$ cat config.mk
export PLATFORM = sky130hd
export DESIGN_NAME = sprite_line_scanner_flat
export DESIGN_NICKNAME = d
export VERILOG_FILES = /design/src/rtl/sprite_pkg.sv /design/src/rtl/sprite_line_scanner_if.sv /design/src/rtl/sprite_line_bank.sv /design/src/rtl/sprite_line_scanner.sv /design/src/flat_wrapper.sv
export SDC_FILE = /design/constraint.sdc
export NUM_CORES = 1
export LEC_CHECK = 0
export CORE_UTILIZATION = 38
export DETAILED_ROUTE_END_ITERATION = 7
export HOLD_SLACK_MARGIN = 0.02
export SLEW_MARGIN = 0
export SYNTH_ARGS = -nofsm -noshare
export SYNTH_HDL_FRONTEND = slang
export SYNTH_HIERARCHICAL = 1
export SYNTH_SLANG_ARGS = --single-unit
$ cat constraint.sdc
create_clock -name clk -period 8.28 [get_ports clk]
set_input_delay 2.484 -clock clk [delete_from_list [all_inputs] [get_ports clk]]
set_output_delay 2.484 -clock clk [all_outputs]
set_load 0.01 [all_outputs]
$ cat src/rtl/sprite_pkg.sv
// Shared types for the per-scanline sprite evaluator: OAM word layout, list entry, FSM states.
// Optional feature macro used by this slice: SPRITE_OVERFLOW_EN.
package sprite_pkg;

  localparam int unsigned OAM_Y_W = 10;
  localparam int unsigned OAM_X_W = 10;
  localparam int unsigned OAM_TILE_W = 8;

  // Default-geometry entry widths (64 objects, 16-line sprites)
  localparam int unsigned LE_INDEX_W = 6;
  localparam int unsigned LE_ROW_W = 4;

  typedef struct packed {
    logic                  en;
    logic                  y_flip;
    logic                  x_flip;
    logic                  prio;
    logic [OAM_Y_W-1:0]    y_pos;
    logic [OAM_X_W-1:0]    x_pos;
    logic [OAM_TILE_W-1:0] tile;
  } oam_word_t;

  typedef struct packed {
    logic                  valid;
    logic [LE_INDEX_W-1:0] index;
    logic [LE_ROW_W-1:0]   row;
  } line_entry_t;

  typedef enum logic [1:0] {
    IDLE  = 2'd0,
    SCAN  = 2'd1,
    DRAIN = 2'd2,
    DONE  = 2'd3
  } scan_state_e;

endpackage

$ cat src/rtl/sprite_line_scanner_if.sv
// Line-control, OAM read port and published sprite list of the scanline evaluator.
// master = scanner side, slave = environment (OAM RAM, video timing, pixel fetcher).
interface sprite_line_scanner_if #(
  parameter int unsigned OAM_DEPTH    = 64,
  parameter int unsigned MAX_PER_LINE = 8,
  parameter int unsigned SPRITE_H     = 16
);
  localparam int unsigned AW = $clog2(OAM_DEPTH);
  localparam int unsigned RW = $clog2(SPRITE_H);
  localparam int unsigned CW = $clog2(MAX_PER_LINE + 1);

  logic                       line_start;
  logic [9:0]                 line_y;
  logic [AW-1:0]              oam_addr;
  logic [31:0]                oam_rdata;
  logic [MAX_PER_LINE-1:0]    ent_valid;
  logic [MAX_PER_LINE*AW-1:0] ent_index;
  logic [MAX_PER_LINE*RW-1:0] ent_row;
  logic [CW-1:0]              ent_count;
  logic                       busy;
  logic                       scan_done;
  logic                       overflow;

  modport master (
    input  line_start, line_y, oam_rdata,
    output oam_addr, ent_valid, ent_index, ent_row, ent_count, busy, scan_done, overflow
  );

  modport slave (
    output line_start, line_y, oam_rdata,
    input  oam_addr, ent_valid, ent_index, ent_row, ent_count, busy, scan_done, overflow
  );

endinterface

$ cat src/rtl/sprite_line_bank.sv
// Double-buffered sprite list: back list is appended during a scan, swapped to front on line_start.
// SPRITE_OVERFLOW_EN adds a back/front overflow flag; otherwise overflow is tied low.
module sprite_line_bank #(
  parameter int unsigned MAX_PER_LINE = 8,
  parameter int unsigned AW           = 6,
  parameter int unsigned RW           = 4,
  parameter int unsigned CW           = 4
) (
  input  logic                       clk,
  input  logic                       reset,
  input  logic                       swap,
  input  logic                       append,
  input  logic [AW-1:0]              app_index,
  input  logic [RW-1:0]              app_row,
  input  logic                       set_ovf,
  output logic [CW-1:0]              back_count,
  output logic                       back_full,
  output logic [MAX_PER_LINE-1:0]    ent_valid,
  output logic [MAX_PER_LINE*AW-1:0] ent_index,
  output logic [MAX_PER_LINE*RW-1:0] ent_row,
  output logic [CW-1:0]              ent_count,
  output logic                       overflow
);

  localparam int unsigned IW = MAX_PER_LINE * AW;
  localparam int unsigned TW = MAX_PER_LINE * RW;

  logic [IW-1:0]           back_idx_q, back_idx_c;
  logic [TW-1:0]           back_row_q, back_row_c;
  logic [CW-1:0]           back_cnt_q, back_cnt_c;
  logic [MAX_PER_LINE-1:0] back_vld_c;

  assign back_count = back_cnt_q;
  assign back_full  = (back_cnt_q == CW'(MAX_PER_LINE));

  // Back list including this cycle's append, so a swap never loses the word being evaluated
  always_comb begin
    back_idx_c = back_idx_q;
    back_row_c = back_row_q;
    back_cnt_c = back_cnt_q;
    back_vld_c = '0;
    if (append && !back_full) begin
      for (int k = 0; k < int'(MAX_PER_LINE); k++) begin
        if (back_cnt_q == CW'(k)) begin
          back_idx_c[k*AW +: AW] = app_index;
          back_row_c[k*RW +: RW] = app_row;
        end
      end
      back_cnt_c = back_cnt_q + CW'(1);
    end
    for (int k = 0; k < int'(MAX_PER_LINE); k++) begin
      back_vld_c[k] = (CW'(k) < back_cnt_c);
    end
  end

  always_ff @(posedge clk or posedge reset) begin
    if (reset) begin
      back_idx_q <= '0;
      back_row_q <= '0;
      back_cnt_q <= '0;
      ent_valid  <= '0;
      ent_index  <= '0;
      ent_row    <= '0;
      ent_count  <= '0;
    end else if (swap) begin
      ent_valid  <= back_vld_c;
      ent_index  <= back_idx_c;
      ent_row    <= back_row_c;
      ent_count  <= back_cnt_c;
      back_idx_q <= '0;
      back_row_q <= '0;
      back_cnt_q <= '0;
    end else begin
      back_idx_q <= back_idx_c;
      back_row_q <= back_row_c;
      back_cnt_q <= back_cnt_c;
    end
  end

`ifdef SPRITE_OVERFLOW_EN
  logic back_ovf_q;
  logic back_ovf_c;

  assign back_ovf_c = back_ovf_q | set_ovf;

  always_ff @(posedge clk or posedge reset) begin
    if (reset) begin
      back_ovf_q <= 1'b0;
      overflow   <= 1'b0;
    end else if (swap) begin
      overflow   <= back_ovf_c;
      back_ovf_q <= 1'b0;
    end else begin
      back_ovf_q <= back_ovf_c;
    end
  end
`else
  logic unused_set_ovf;

  assign unused_set_ovf = set_ovf;
  assign overflow       = 1'b0;
`endif

endmodule

$ cat src/rtl/sprite_line_scanner.sv
// Per-scanline sprite evaluator: scans OAM on line_start and builds the next line's sprite list.
// SPRITE_OVERFLOW_EN: keep scanning past a full list and flag any dropped hit as overflow.
module sprite_line_scanner
  import sprite_pkg::*;
#(
  parameter int unsigned OAM_DEPTH    = 64,
  parameter int unsigned MAX_PER_LINE = 8,
  parameter int unsigned SPRITE_H     = 16
) (
  input  logic                  clk,
  input  logic                  reset,
  sprite_line_scanner_if.master bus
);

  localparam int unsigned AW = $clog2(OAM_DEPTH);
  localparam int unsigned RW = $clog2(SPRITE_H);
  localparam int unsigned CW = $clog2(MAX_PER_LINE + 1);

`ifdef SPRITE_OVERFLOW_EN
  localparam bit STOP_ON_FULL = 1'b0;
`else
  localparam bit STOP_ON_FULL = 1'b1;
`endif

  scan_state_e        state_q, state_d;
  logic [OAM_Y_W-1:0] line_y_q;
  logic [AW-1:0]      addr_q, addr_d;
  logic               rd_vld_q, rd_vld_d;
  logic [AW-1:0]      rd_idx_q;
  logic               busy_q;
  logic               done_q;

  oam_word_t          word_c;
  logic [OAM_Y_W:0]   diff_c;
  logic               hit_c;
  logic [RW-1:0]      row_c;
  logic               eval_c;
  logic               append_c;
  logic               fill_c;
  logic               set_ovf_c;
  logic [CW-1:0]      back_count;
  logic               back_full;
  logic               unused_fields;

  // Hit test on the word returned for the address issued last cycle; borrow rejects y_pos > line_y
  assign word_c   = oam_word_t'(bus.oam_rdata);
  assign diff_c   = {1'b0, line_y_q} - {1'b0, word_c.y_pos};
  assign hit_c    = word_c.en && !diff_c[OAM_Y_W] &&
                    (diff_c[OAM_Y_W-1:0] < OAM_Y_W'(SPRITE_H));
  assign row_c    = word_c.y_flip ? (RW'(SPRITE_H - 1) - diff_c[RW-1:0]) : diff_c[RW-1:0];

  assign eval_c    = rd_vld_q && ((state_q == SCAN) || (state_q == DRAIN));
  assign append_c  = eval_c && hit_c && !back_full;
  assign fill_c    = append_c && (back_count == CW'(MAX_PER_LINE - 1));
  assign set_ovf_c = !STOP_ON_FULL && eval_c && hit_c && back_full;

  assign unused_fields = ^{word_c.x_flip, word_c.prio, word_c.x_pos, word_c.tile};

  always_comb begin
    state_d  = state_q;
    addr_d   = addr_q;
    rd_vld_d = 1'b0;
    unique case (state_q)
      IDLE: ;
      SCAN: begin
        rd_vld_d = 1'b1;
        if (STOP_ON_FULL && fill_c) begin
          state_d = DONE;
        end else if (addr_q == AW'(OAM_DEPTH - 1)) begin
          state_d = DRAIN;
        end else begin
          addr_d = addr_q + AW'(1);
        end
      end
      DRAIN:   state_d = DONE;
      DONE:    ;
      default: state_d = IDLE;
    endcase
    // line_start from any state publishes and restarts; in-flight read is discarded
    if (bus.line_start) begin
      state_d  = SCAN;
      addr_d   = '0;
      rd_vld_d = 1'b0;
    end
  end

  always_ff @(posedge clk or posedge reset) begin
    if (reset) begin
      state_q  <= IDLE;
      addr_q   <= '0;
      rd_vld_q <= 1'b0;
      rd_idx_q <= '0;
      line_y_q <= '0;
      busy_q   <= 1'b0;
      done_q   <= 1'b0;
    end else begin
      state_q  <= state_d;
      addr_q   <= addr_d;
      rd_vld_q <= rd_vld_d;
      rd_idx_q <= addr_q;
      if (bus.line_start) begin
        line_y_q <= bus.line_y;
      end
      busy_q   <= (state_d == SCAN) || (state_d == DRAIN);
      done_q   <= (state_d == DONE) && (state_q != DONE);
    end
  end

  assign bus.oam_addr  = addr_q;
  assign bus.busy      = busy_q;
  assign bus.scan_done = done_q;

  sprite_line_bank #(
    .MAX_PER_LINE (MAX_PER_LINE),
    .AW           (AW),
    .RW           (RW),
    .CW           (CW)
  ) u_bank (
    .clk        (clk),
    .reset      (reset),
    .swap       (bus.line_start),
    .append     (append_c),
    .app_index  (rd_idx_q),
    .app_row    (row_c),
    .set_ovf    (set_ovf_c),
    .back_count (back_count),
    .back_full  (back_full),
    .ent_valid  (bus.ent_valid),
    .ent_index  (bus.ent_index),
    .ent_row    (bus.ent_row),
    .ent_count  (bus.ent_count),
    .overflow   (bus.overflow)
  );

endmodule
$ cat src/flat_wrapper.sv
// flat-port wrapper written by rule: the top's interface ports become plain ports
module sprite_line_scanner_flat import sprite_pkg::*;
#(
  parameter int unsigned OAM_DEPTH    = 64,
  parameter int unsigned MAX_PER_LINE = 8,
  parameter int unsigned SPRITE_H     = 16
)
  (clk, reset, bus_line_start, bus_line_y, bus_oam_rdata, bus_oam_addr, bus_ent_valid, bus_ent_index, bus_ent_row, bus_ent_count, bus_busy, bus_scan_done, bus_overflow);
  sprite_line_scanner_if #(.OAM_DEPTH(OAM_DEPTH), .MAX_PER_LINE(MAX_PER_LINE), .SPRITE_H(SPRITE_H)) bus_i ();
  input  logic clk;
  input  logic reset;
  input wire logic [$bits(bus_i.line_start)-1:0] bus_line_start;
  input wire logic [$bits(bus_i.line_y)-1:0] bus_line_y;
  input wire logic [$bits(bus_i.oam_rdata)-1:0] bus_oam_rdata;
  output wire logic [$bits(bus_i.oam_addr)-1:0] bus_oam_addr;
  output wire logic [$bits(bus_i.ent_valid)-1:0] bus_ent_valid;
  output wire logic [$bits(bus_i.ent_index)-1:0] bus_ent_index;
  output wire logic [$bits(bus_i.ent_row)-1:0] bus_ent_row;
  output wire logic [$bits(bus_i.ent_count)-1:0] bus_ent_count;
  output wire logic [$bits(bus_i.busy)-1:0] bus_busy;
  output wire logic [$bits(bus_i.scan_done)-1:0] bus_scan_done;
  output wire logic [$bits(bus_i.overflow)-1:0] bus_overflow;
  assign bus_i.line_start = bus_line_start;
  assign bus_i.line_y = bus_line_y;
  assign bus_i.oam_rdata = bus_oam_rdata;
  assign bus_oam_addr = bus_i.oam_addr;
  assign bus_ent_valid = bus_i.ent_valid;
  assign bus_ent_index = bus_i.ent_index;
  assign bus_ent_row = bus_i.ent_row;
  assign bus_ent_count = bus_i.ent_count;
  assign bus_busy = bus_i.busy;
  assign bus_scan_done = bus_i.scan_done;
  assign bus_overflow = bus_i.overflow;
  sprite_line_scanner #(.OAM_DEPTH(OAM_DEPTH), .MAX_PER_LINE(MAX_PER_LINE), .SPRITE_H(SPRITE_H)) u_core (.clk(clk), .reset(reset), .bus(bus_i));
endmodule
== After elaboration in Yosys (flattened, before gate mapping) ==
Index checks and enable logic that the tools add are counted.
Operators by class
  add/subtract/negate cells: 4
  equality and inequality tests: 17
  reduce and logical (&&, ||, !) cells: 15
  order comparisons: 9
  mux-type cells: 33
Operators with widths (number)
  $mux 48: 2
  $mux 6: 12
  $mux 32: 2
  $mux 4: 11
  $eq 4x3->1 const B: 4
  $lt 3x4->1 const A: 4
  $sub 10x10->11: 1
  $lt 10x5->1 const B: 1
  $eq 4x2->1 const B: 2
  $logic_and 1x1->1: 8
  $lt 1x4->1 const A: 2
  $lt 2x4->1 const A: 2
  $add 6x1->6 const B: 1
  $eq 2x2->1 const B: 3
  $eq 6x6->1 const B: 1
  $mux 2: 3
  $ne 2x2->1 const B: 3
  $add 4x1->4 const B: 1
  $eq 2x1->1 const B: 2
  $eq 4x1->1 const B: 1
  $eq 4x4->1 const B: 1
  $logic_not 4->1: 1
  $pmux 2 s2: 1
  $sub 4x4->4 const A: 1
  other kinds (5): 8
Word-level totals
  input port bits: 45
  word-level logic and storage cells: 92
  output and inout port bits: 101
  register bits: 203

== Logic depth before layout (Yosys ltp) ==
Gate-level depths: netlist of the first run.
  depth in word-level cells: 12
  mapped depth: 17
  mapped depth without buffers: 15

== Cells and area by module ==
Netlist of the first run, hierarchy kept.
By module, submodules not included
  sprite_line_bank: area each 6892.9 um^2, instances 1, seq. area each 4379.2 um^2, cells an instance 615
  sprite_line_scanner: area each 1710.4 um^2, instances 1, seq. area each 675.6 um^2, cells an instance 171

== Worst setup path before layout of the first run ==
No wires, ideal clock.
  path kind: input -> register
  from: in bus_oam_rdata[21]
  to: reg u_core.busy_q, in the netlist u_core/bus.busy
  stages on the path: 10
  setup time: 126 ps
  setup slack: 3066 ps
  path buffers: 0
  arrival time: 5088 ps
  required time: 8154 ps
  cells stage by stage: inv_1 ha_1 and3_1 a211oi_2 a21oi_1 or4b_4 a2111oi_4 nor2_1 a2111oi_2 ha_1
On the way
  word-level cells in the longest chain between the ends: 12
  elaborated cells on any way between the ends: 14
  classes of those cells: add/sub (1); order compare (1); eq/ne (2); mux (3); reduce/logical (7)
Ends and longest elaborated chain
  start, declared: RTL line flat_wrapper.sv:14  | input wire logic [$bits(bus_i.oam_rdata)-1:0] bus_oam_rdata;
  $sub 10x10->11 *: RTL line sprite_line_scanner.sv:47  | assign diff_c = {1'b0, line_y_q} - {1'b0, word_c.y_pos};
  branches (longest 2 deep; another with $lt 10x5->1)
  $logic_and 1x1->1 *: RTL line sprite_line_scanner.sv:48  | assign hit_c = word_c.en && !diff_c[OAM_Y_W] &&
  $logic_and 1x1->1 * (2 in series): RTL line sprite_line_scanner.sv:53  | assign append_c = eval_c && hit_c && !back_full;
  $logic_and 1x1->1 *: RTL line sprite_line_scanner.sv:54  | assign fill_c = append_c && (back_count == CW'(MAX_PER_LINE - 1));
  $mux 2 *: RTL line sprite_line_scanner.sv:67  | if (STOP_ON_FULL && fill_c) begin
  $pmux 2 s2 *: RTL line sprite_line_scanner.sv:63  | unique case (state_q)
  $mux 2 *: RTL line sprite_line_scanner.sv:80  | if (bus.line_start) begin
  net u_core.state_d[1]: RTL line sprite_line_scanner.sv:25  | scan_state_e state_q, state_d;
  $eq 2x1->1 / $eq 2x2->1 (equally long branches): RTL line sprite_line_scanner.sv:104  | busy_q <= (state_d == SCAN) || (state_d == DRAIN);
  $logic_or 1x1->1 *: RTL line sprite_line_scanner.sv:104
  end signal, assigned: RTL line sprite_line_scanner.sv:104
  end, declared: RTL line sprite_line_scanner.sv:30  | logic busy_q;
Mark *: on every way through the listed nets, which the timed path passes.
A chain may end at the register's enable or synchronous reset.

== Final worst setup path of the first run ==
  from: in bus_oam_rdata[18]
  to: reg u_core.u_bank.ent_row[12]
On the way
  word-level cells in the longest chain between the ends: 8
  elaborated cells on any way between the ends: 12
  classes of those cells: add/sub (2); order compare (1); mux (3); reduce/logical (6)
Ends and longest elaborated chain
  $sub 10x10->11 *: RTL line sprite_line_scanner.sv:47
  branches (longest 2 deep; another with $lt 10x5->1)
  $logic_and 1x1->1 *: RTL line sprite_line_scanner.sv:48
  $logic_and 1x1->1 * (2 in series): RTL line sprite_line_scanner.sv:53
  net u_core.append_c: RTL line sprite_line_scanner.sv:38  | logic append_c;
  $logic_and 1x1->1 *: RTL line sprite_line_bank.sv:42  | if (append && !back_full) begin
  $mux 32 *: RTL line sprite_line_bank.sv:42
  end signal, assigned: RTL line sprite_line_bank.sv:68  | ent_row <= back_row_c;
  end, declared: RTL line sprite_line_bank.sv:20  | output logic [MAX_PER_LINE*RW-1:0] ent_row,
Marks and branches as above.

==> metrics.yaml, run 1 <==
status: "finished, violations left"
failed_checks: "design-rule violations"
yosys_warnings: 6
finalSetupViolCount: 0
worst-endpoint-required_ns: 8.63
tightest_slew_ns: 1.07
grt_pass1_wl_um: 31000
pin_count_of_the_biggest_net_entering_global_routing: 128
critical_path_peak_fanout: 18
p_comb_frac: 0.138
postSynthCellCount: 785
area_taken_by_multi_input_logic_gates_um2: 3250
syn-mean-instance-area_um2: 11.0
antenna_violations_before_repair: 0
post_cts.repair.setup_buffers: 0
power_switching_share: 0.252
core_um2: 22000
layout_min_cycle_time_ns: 5.96
gr-total-overflow: 0
design.final.nets: 951
insertion_delay_ns: 0.49
power.ir.vdd_worst_mv: 0.180
cts_tree: "built"
dpl_cell_area_um2: 10000
final_cell_mix: "202 x sky130_fd_sc_hd__dfrtp_1, 180 x sky130_fd_sc_hd__nor2_1, 123 x sky130_fd_sc_hd__clkdlybuf4s50_1"
synth.cell_area_um2: 8600
worst_clock_skew_ns: 0.00818
numClockSinks: 202
gp_congestion: 0.783
finish.utilization: 0.489
fin_crit_sh: 0.719
fmax_mhz: 168
cts.reportedPaths.clkPinSlew_ns: 0.06
post_route_cells_drive_above_1_share: 0.0834
antenna_cells: 0
max_slew_margin: 0.287
postRouteWirelength_um: 18700
area.sequential_um2: 5050
synth_fp_nets: 850
floorplan.initialDensity: 0.390
ctsHtreeMaxLevel: 1
crit_top_cell: "sky130_fd_sc_hd__a21oi_1"
cpPeakStageDelay_ns: 0.89
fin_worst_hold_slack_ns: 0.468
finalHoldViolCount: 0
row_count: 54
power.leakage_nw: 5.07
fp.dieW_um: 152
die-height_um: 152
holdCritPathClass: "reg -> reg"
seq_power_share: 0.454
place.port_buffers: 124
via_count: 5788
worstPathArrival_ns: 6.30
cts_buffers: 22
timing_worst_setup_path_type: "in -> reg"
critPathLaunchType: "input port"
io_pins: 146
drtIter0Drc: 290
cts.root.buffer_cell: "sky130_fd_sc_hd__clkbuf_16"
rsz0062_at_grt: "false"
filler_cell_count: 2049
clock_power_share: 0.408
power.internal_mw: 1.80
synthToLayoutAreaGrowth_pct: 25.3
ctsLongestPathBuffers: 3
worstPathCellList: "clkdlybuf4s50_1 -> ha_1 -> inv_1 -> fa_1 -> a211o_1 -> o21ai_0 -> a32oi_1 -> or2_2 -> nor2_1 -> nand2_1 -> a21oi_1 -> buf_4 -> nor4bb_4 -> mux2i_1 -> a21oi_1"
post-dp-hpwl_um: 12100
cts-hold-fix-buffers: 0
final_common_cell: "sky130_fd_sc_hd__dfrtp_1"
grt_pass1_vias: 5634
drv.max_cap_violation_count: 0
fin_total_pwr_mw: 2.41
drtPass1Iterations: 8
all_layer_global_routing_usage: 0.164
cts-resized-gates: 0
drt-wirelength-per-cell_um: 15.9
drcViolationCount: 6
crit_path_end_kind: "flip-flop"
power.net_switching_mw: 0.606
fin_tns_setup_ns: 0
critPathSlowestCell: "sky130_fd_sc_hd__nor4bb_4"
final-max-slew-violation-count: 0
power.density_nw_per_um2: 223
drt.antenna.violating_nets: 0
overall_die_area_um2: 23200
vias_per_instance: 4.91
finish.instance_area_um2: 10800
-- power by group through the flow --
stage          logic (mW)  clock network, mW  registers [mW]
2_1_floorplan       0.196                  0            1.10
3_3_place_gp        0.330                  0            1.11
3_5_place_dp        0.334                  0            1.11
4_1_cts             0.336               1.01            1.09
5_1_grt             0.368               1.05            1.10
6_report            0.331              0.981            1.09
-- flip-flops by register name, summed over array words and instances (netlist names) --
signal,cells
u_core/bus.busy,1
u_core/bus.oam_addr,6
u_core/bus.scan_done,1
u_core/line_y_q,10
u_core/rd_idx_q,6
u_core/rd_vld_q,1
u_core/state_q,2
u_core/u_bank/back_count,4
u_core/u_bank/back_idx_q,48
u_core/u_bank/back_row_q,32
u_core/u_bank/ent_count,3
u_core/u_bank/ent_index,48
u_core/u_bank/ent_row,32
u_core/u_bank/ent_valid,8
-- final timing paths --
path	from	to	slack, ns	cells past startpoint
setup / recovery	bus_oam_rdata[18]	u_core/u_bank/ent_row[12]	2.32	15
hold / removal	u_core/bus.oam_addr[5]	u_core/rd_idx_q[5]	0.47	0
setup reg to reg	u_core/u_bank/back_count[0]	u_core/u_bank/ent_row[12]	4.14	13
hold reg to reg	u_core/bus.oam_addr[5]	u_core/rd_idx_q[5]	0.47	0
max in group asynchronous	reset	u_core/u_bank/back_row_q[20]	4.56	3
min in group asynchronous	reset	u_core/u_bank/back_idx_q[5]	2.47	2
-- per-layer routing --
metal	GRT usage	part of all wire	wire, um
met2	0.254	0.45	8400
met5	0	0	0
met1	0.245	0.50	9390
met4	0.0380	0.019	348
met3	0.0233	0.032	595
-- critical path, delay by kind of cell --
kind	cells	cell delay, ns
AOI/OAI and AO/OA	5	0.71
and+or+nand+nor	4	1.39
muxes	1	0.36
adders and majority gates	2	0.58
buffers and inverters	3	0.76
-- stage by stage --
step / setup slack, ns / std cells
after floorplan: 1.05 / 785
after global placement: 1.78 / 1142
after detailed placement: 1.75 / 1142
after CTS: 2.27 / 1179
after global routing: 2.02 / 1179
final: 2.32 / 1179
-- layout make-up --
type	count	area share
sequential	202	0.469
multi-input combinational	506	0.302
timing repair buffer	131	0.120
clock buffer	32	0.0603
tap	280	0.0325
inverter	23	0.00848
clock inverter	5	0.00755
No activity file was read; power rests on OpenSTA's default activity.
==> inputs of run 2 (changes only) <==
Clock period 8.28 ns to 5.91 ns, I/O delays scaled along.
==> run 2 against run 1 <==
Effect of this change: the flow still finishes with violations (design-rule violations); first-iteration DRC count is 2.4% lower; via count hardly changed; final cell count is 0.34% higher; clock-buffer cell count is 1 lower; global-route usage is 0.29 points lower; clock skew is 0.0041 ns higher; flip-flop and latch count stayed put; critical endpoint is now u_core/u_bank/ent_index[40]; largest cell class unchanged; largest power group unchanged.
==> metrics.yaml, run 2 (synthesis gave the netlist of run 1 again) <==
insertion_delay_ns: 0.49
worstPathArrival_ns: 5.29
rr_endpoint: "u_core/u_bank/ent_index[40]"
gr-total-overflow: 0
drt-wirelength-per-cell_um: 15.6
layout_top_registers: "u_core/u_bank/back_idx_q (48), u_core/u_bank/ent_index (48)"
vias_per_instance: 4.90
failed_checks: "design-rule violations"
ctsHtreeMaxLevel: 1
die-height_um: 152
post_route_cells_drive_above_1_share: 0.0875
holdCritPathClass: "reg -> reg"
antenna_cells: 0
cts.root.buffer_cell: "sky130_fd_sc_hd__clkbuf_16"
post-dp-hpwl_um: 11600
max_slew_margin: 0.313
io_pins: 146
critPathCapture: "u_core/u_bank/ent_index[40]"
postRouteWirelength_um: 18500
design.final.nets: 953
crit_path_end_kind: "flip-flop"
place.port_buffers: 124
power.density_nw_per_um2: 314
timing_worst_setup_path_type: "in -> reg"
drtPass1Iterations: 8
via_count: 5791
rsz0062_at_grt: "false"
power.ir.vdd_worst_mv: 0.181
critPathLaunchType: "input port"
layout_min_cycle_time_ns: 4.95
cts.reportedPaths.clkPinSlew_ns: 0.06
critical_path_peak_fanout: 18
finish.instance_area_um2: 10800
cts-hold-fix-buffers: 0
finalHoldViolCount: 0
grt_pass1_wl_um: 30400
post_cts.repair.setup_buffers: 0
tightest_slew_ns: 1.03
fin_total_pwr_mw: 3.40
core_um2: 22000
drv.max_cap_violation_count: 0
drt.antenna.violating_nets: 0
reg2reg_setup_slack_ns: 1.96
drtIter0Drc: 283
cts_tree: "built"
row_count: 54
power.leakage_nw: 5.10
overall_die_area_um2: 23200
worst_clock_skew_ns: 0.0123
antenna_violations_before_repair: 0
fin_tns_setup_ns: 0
fin_crit_sh: 0.838
gp_congestion: 0.794
drcViolationCount: 4
final-max-slew-violation-count: 0
final_cell_mix: "202 x sky130_fd_sc_hd__dfrtp_1, 180 x sky130_fd_sc_hd__nor2_1, 123 x sky130_fd_sc_hd__clkdlybuf4s50_1"
pin_count_of_the_biggest_net_entering_global_routing: 176
final_common_cell: "sky130_fd_sc_hd__dfrtp_1"
numClockSinks: 202
cts_buffers: 22
fp.dieW_um: 152
cts-resized-gates: 0
critPathLaunch: "bus_oam_rdata[18]"
status: "finished, violations left"
grt_pass1_vias: 5583
worst-endpoint-required_ns: 6.25
floorplan.initialDensity: 0.390
finalSetupViolCount: 0
dpl_cell_area_um2: 10100
ctsLongestPathBuffers: 3
all_layer_global_routing_usage: 0.162
synthToLayoutAreaGrowth_pct: 26.0
fmax_mhz: 202
critical_path.reg2reg.startpoint: "u_core/u_bank/back_count[0]"
timing.reg2reg.worst_path_depth: 14
==> run 2: changes by cell type in the layout (fill, tap and decap cells not counted) <==
cell,before,now
sky130_fd_sc_hd__buf_12,0,2
sky130_fd_sc_hd__clkinv_4,1,0
sky130_fd_sc_hd__inv_6,1,0
sky130_fd_sc_hd__clkinv_8,0,1
sky130_fd_sc_hd__clkinv_2,1,4
sky130_fd_sc_hd__clkbuf_16,23,22
sky130_fd_sc_hd__bufinv_16,2,3
==> run 2: worst max-delay path, stage by stage <==
cell	delay, ns
sky130_fd_sc_hd__clkdlybuf4s50_1	0.48
sky130_fd_sc_hd__ha_1	0.17
sky130_fd_sc_hd__inv_1	0.05
sky130_fd_sc_hd__fa_1	0.40
sky130_fd_sc_hd__a211o_1	0.30
sky130_fd_sc_hd__o21ai_0	0.09
sky130_fd_sc_hd__a32oi_1	0.08
sky130_fd_sc_hd__or2_2	0.33
sky130_fd_sc_hd__nor2_1	0.09
sky130_fd_sc_hd__nand2_1	0.05
sky130_fd_sc_hd__a21oi_1	0.17
sky130_fd_sc_hd__buf_4	0.24
sky130_fd_sc_hd__and3b_1	0.42
sky130_fd_sc_hd__nand2_4	0.22
sky130_fd_sc_hd__mux2i_1	0.29
sky130_fd_sc_hd__a21oi_1	0.11
==> run 2: layout make-up <==
| class | count | area (um^2) |
|---|---|---|
| multi-input cells | 506 | 3250 |
| clock buffers | 31 | 624 |
| flip-flops and latches | 202 | 5050 |
| fillers | 2066 | 11200 |
| well taps | 280 | 350 |
| repair buffers | 133 | 1340 |
| clock inverters | 8 | 126 |
| inverters | 23 | 90.1 |
==> run 2: power by group <==
group	total, mW	switching [mW]	leakage, nW	internal, mW
combinational	0.465	0.247	2.08	0.219
sequential	1.53	0.0735	2.65	1.46
clock	1.41	0.537	0.371	0.868
total	3.40	0.858	5.10	2.54
==> run 2: layer usage <==
metal  part of all wire  vias up  GRT usage
met5                  0        -          0
met4              0.012        0     0.0337
met3              0.039       18     0.0253
met2               0.44      100      0.241
met1               0.51     2807      0.247
li1                   -     2866          -
==> run 2: metrics by stage <==
step / instances / utilization / worst slack (ns) / hold slack (ns)
floorplan: 785 / - / 1.41 / 0.466
global placement: 1144 / 0.458 / 0.528 / 0.457
detailed placement: 1144 / 0.458 / 0.485 / 0.466
CTS: 1183 / 0.492 / 0.980 / 0.485
global route: 1183 / 0.492 / 0.699 / 0.496
finish: 1183 / 0.492 / 0.960 / 0.467
==> run 2: worst min-delay path by stage <==
stage / start / endpoint / slack (ns) / cells past startpoint
final: u_core/bus.oam_addr[5] / u_core/rd_idx_q[5] / 0.47 / 0
after global routing: u_core/bus.oam_addr[3] / u_core/rd_idx_q[3] / 0.50 / 0
after global placement: u_core/bus.oam_addr[5] / u_core/rd_idx_q[5] / 0.46 / 0
after floorplan: u_core/bus.oam_addr[5] / u_core/rd_idx_q[5] / 0.47 / 0
after detailed placement: u_core/bus.oam_addr[3] / u_core/rd_idx_q[3] / 0.47 / 0
after CTS: u_core/bus.oam_addr[3] / u_core/rd_idx_q[3] / 0.49 / 0
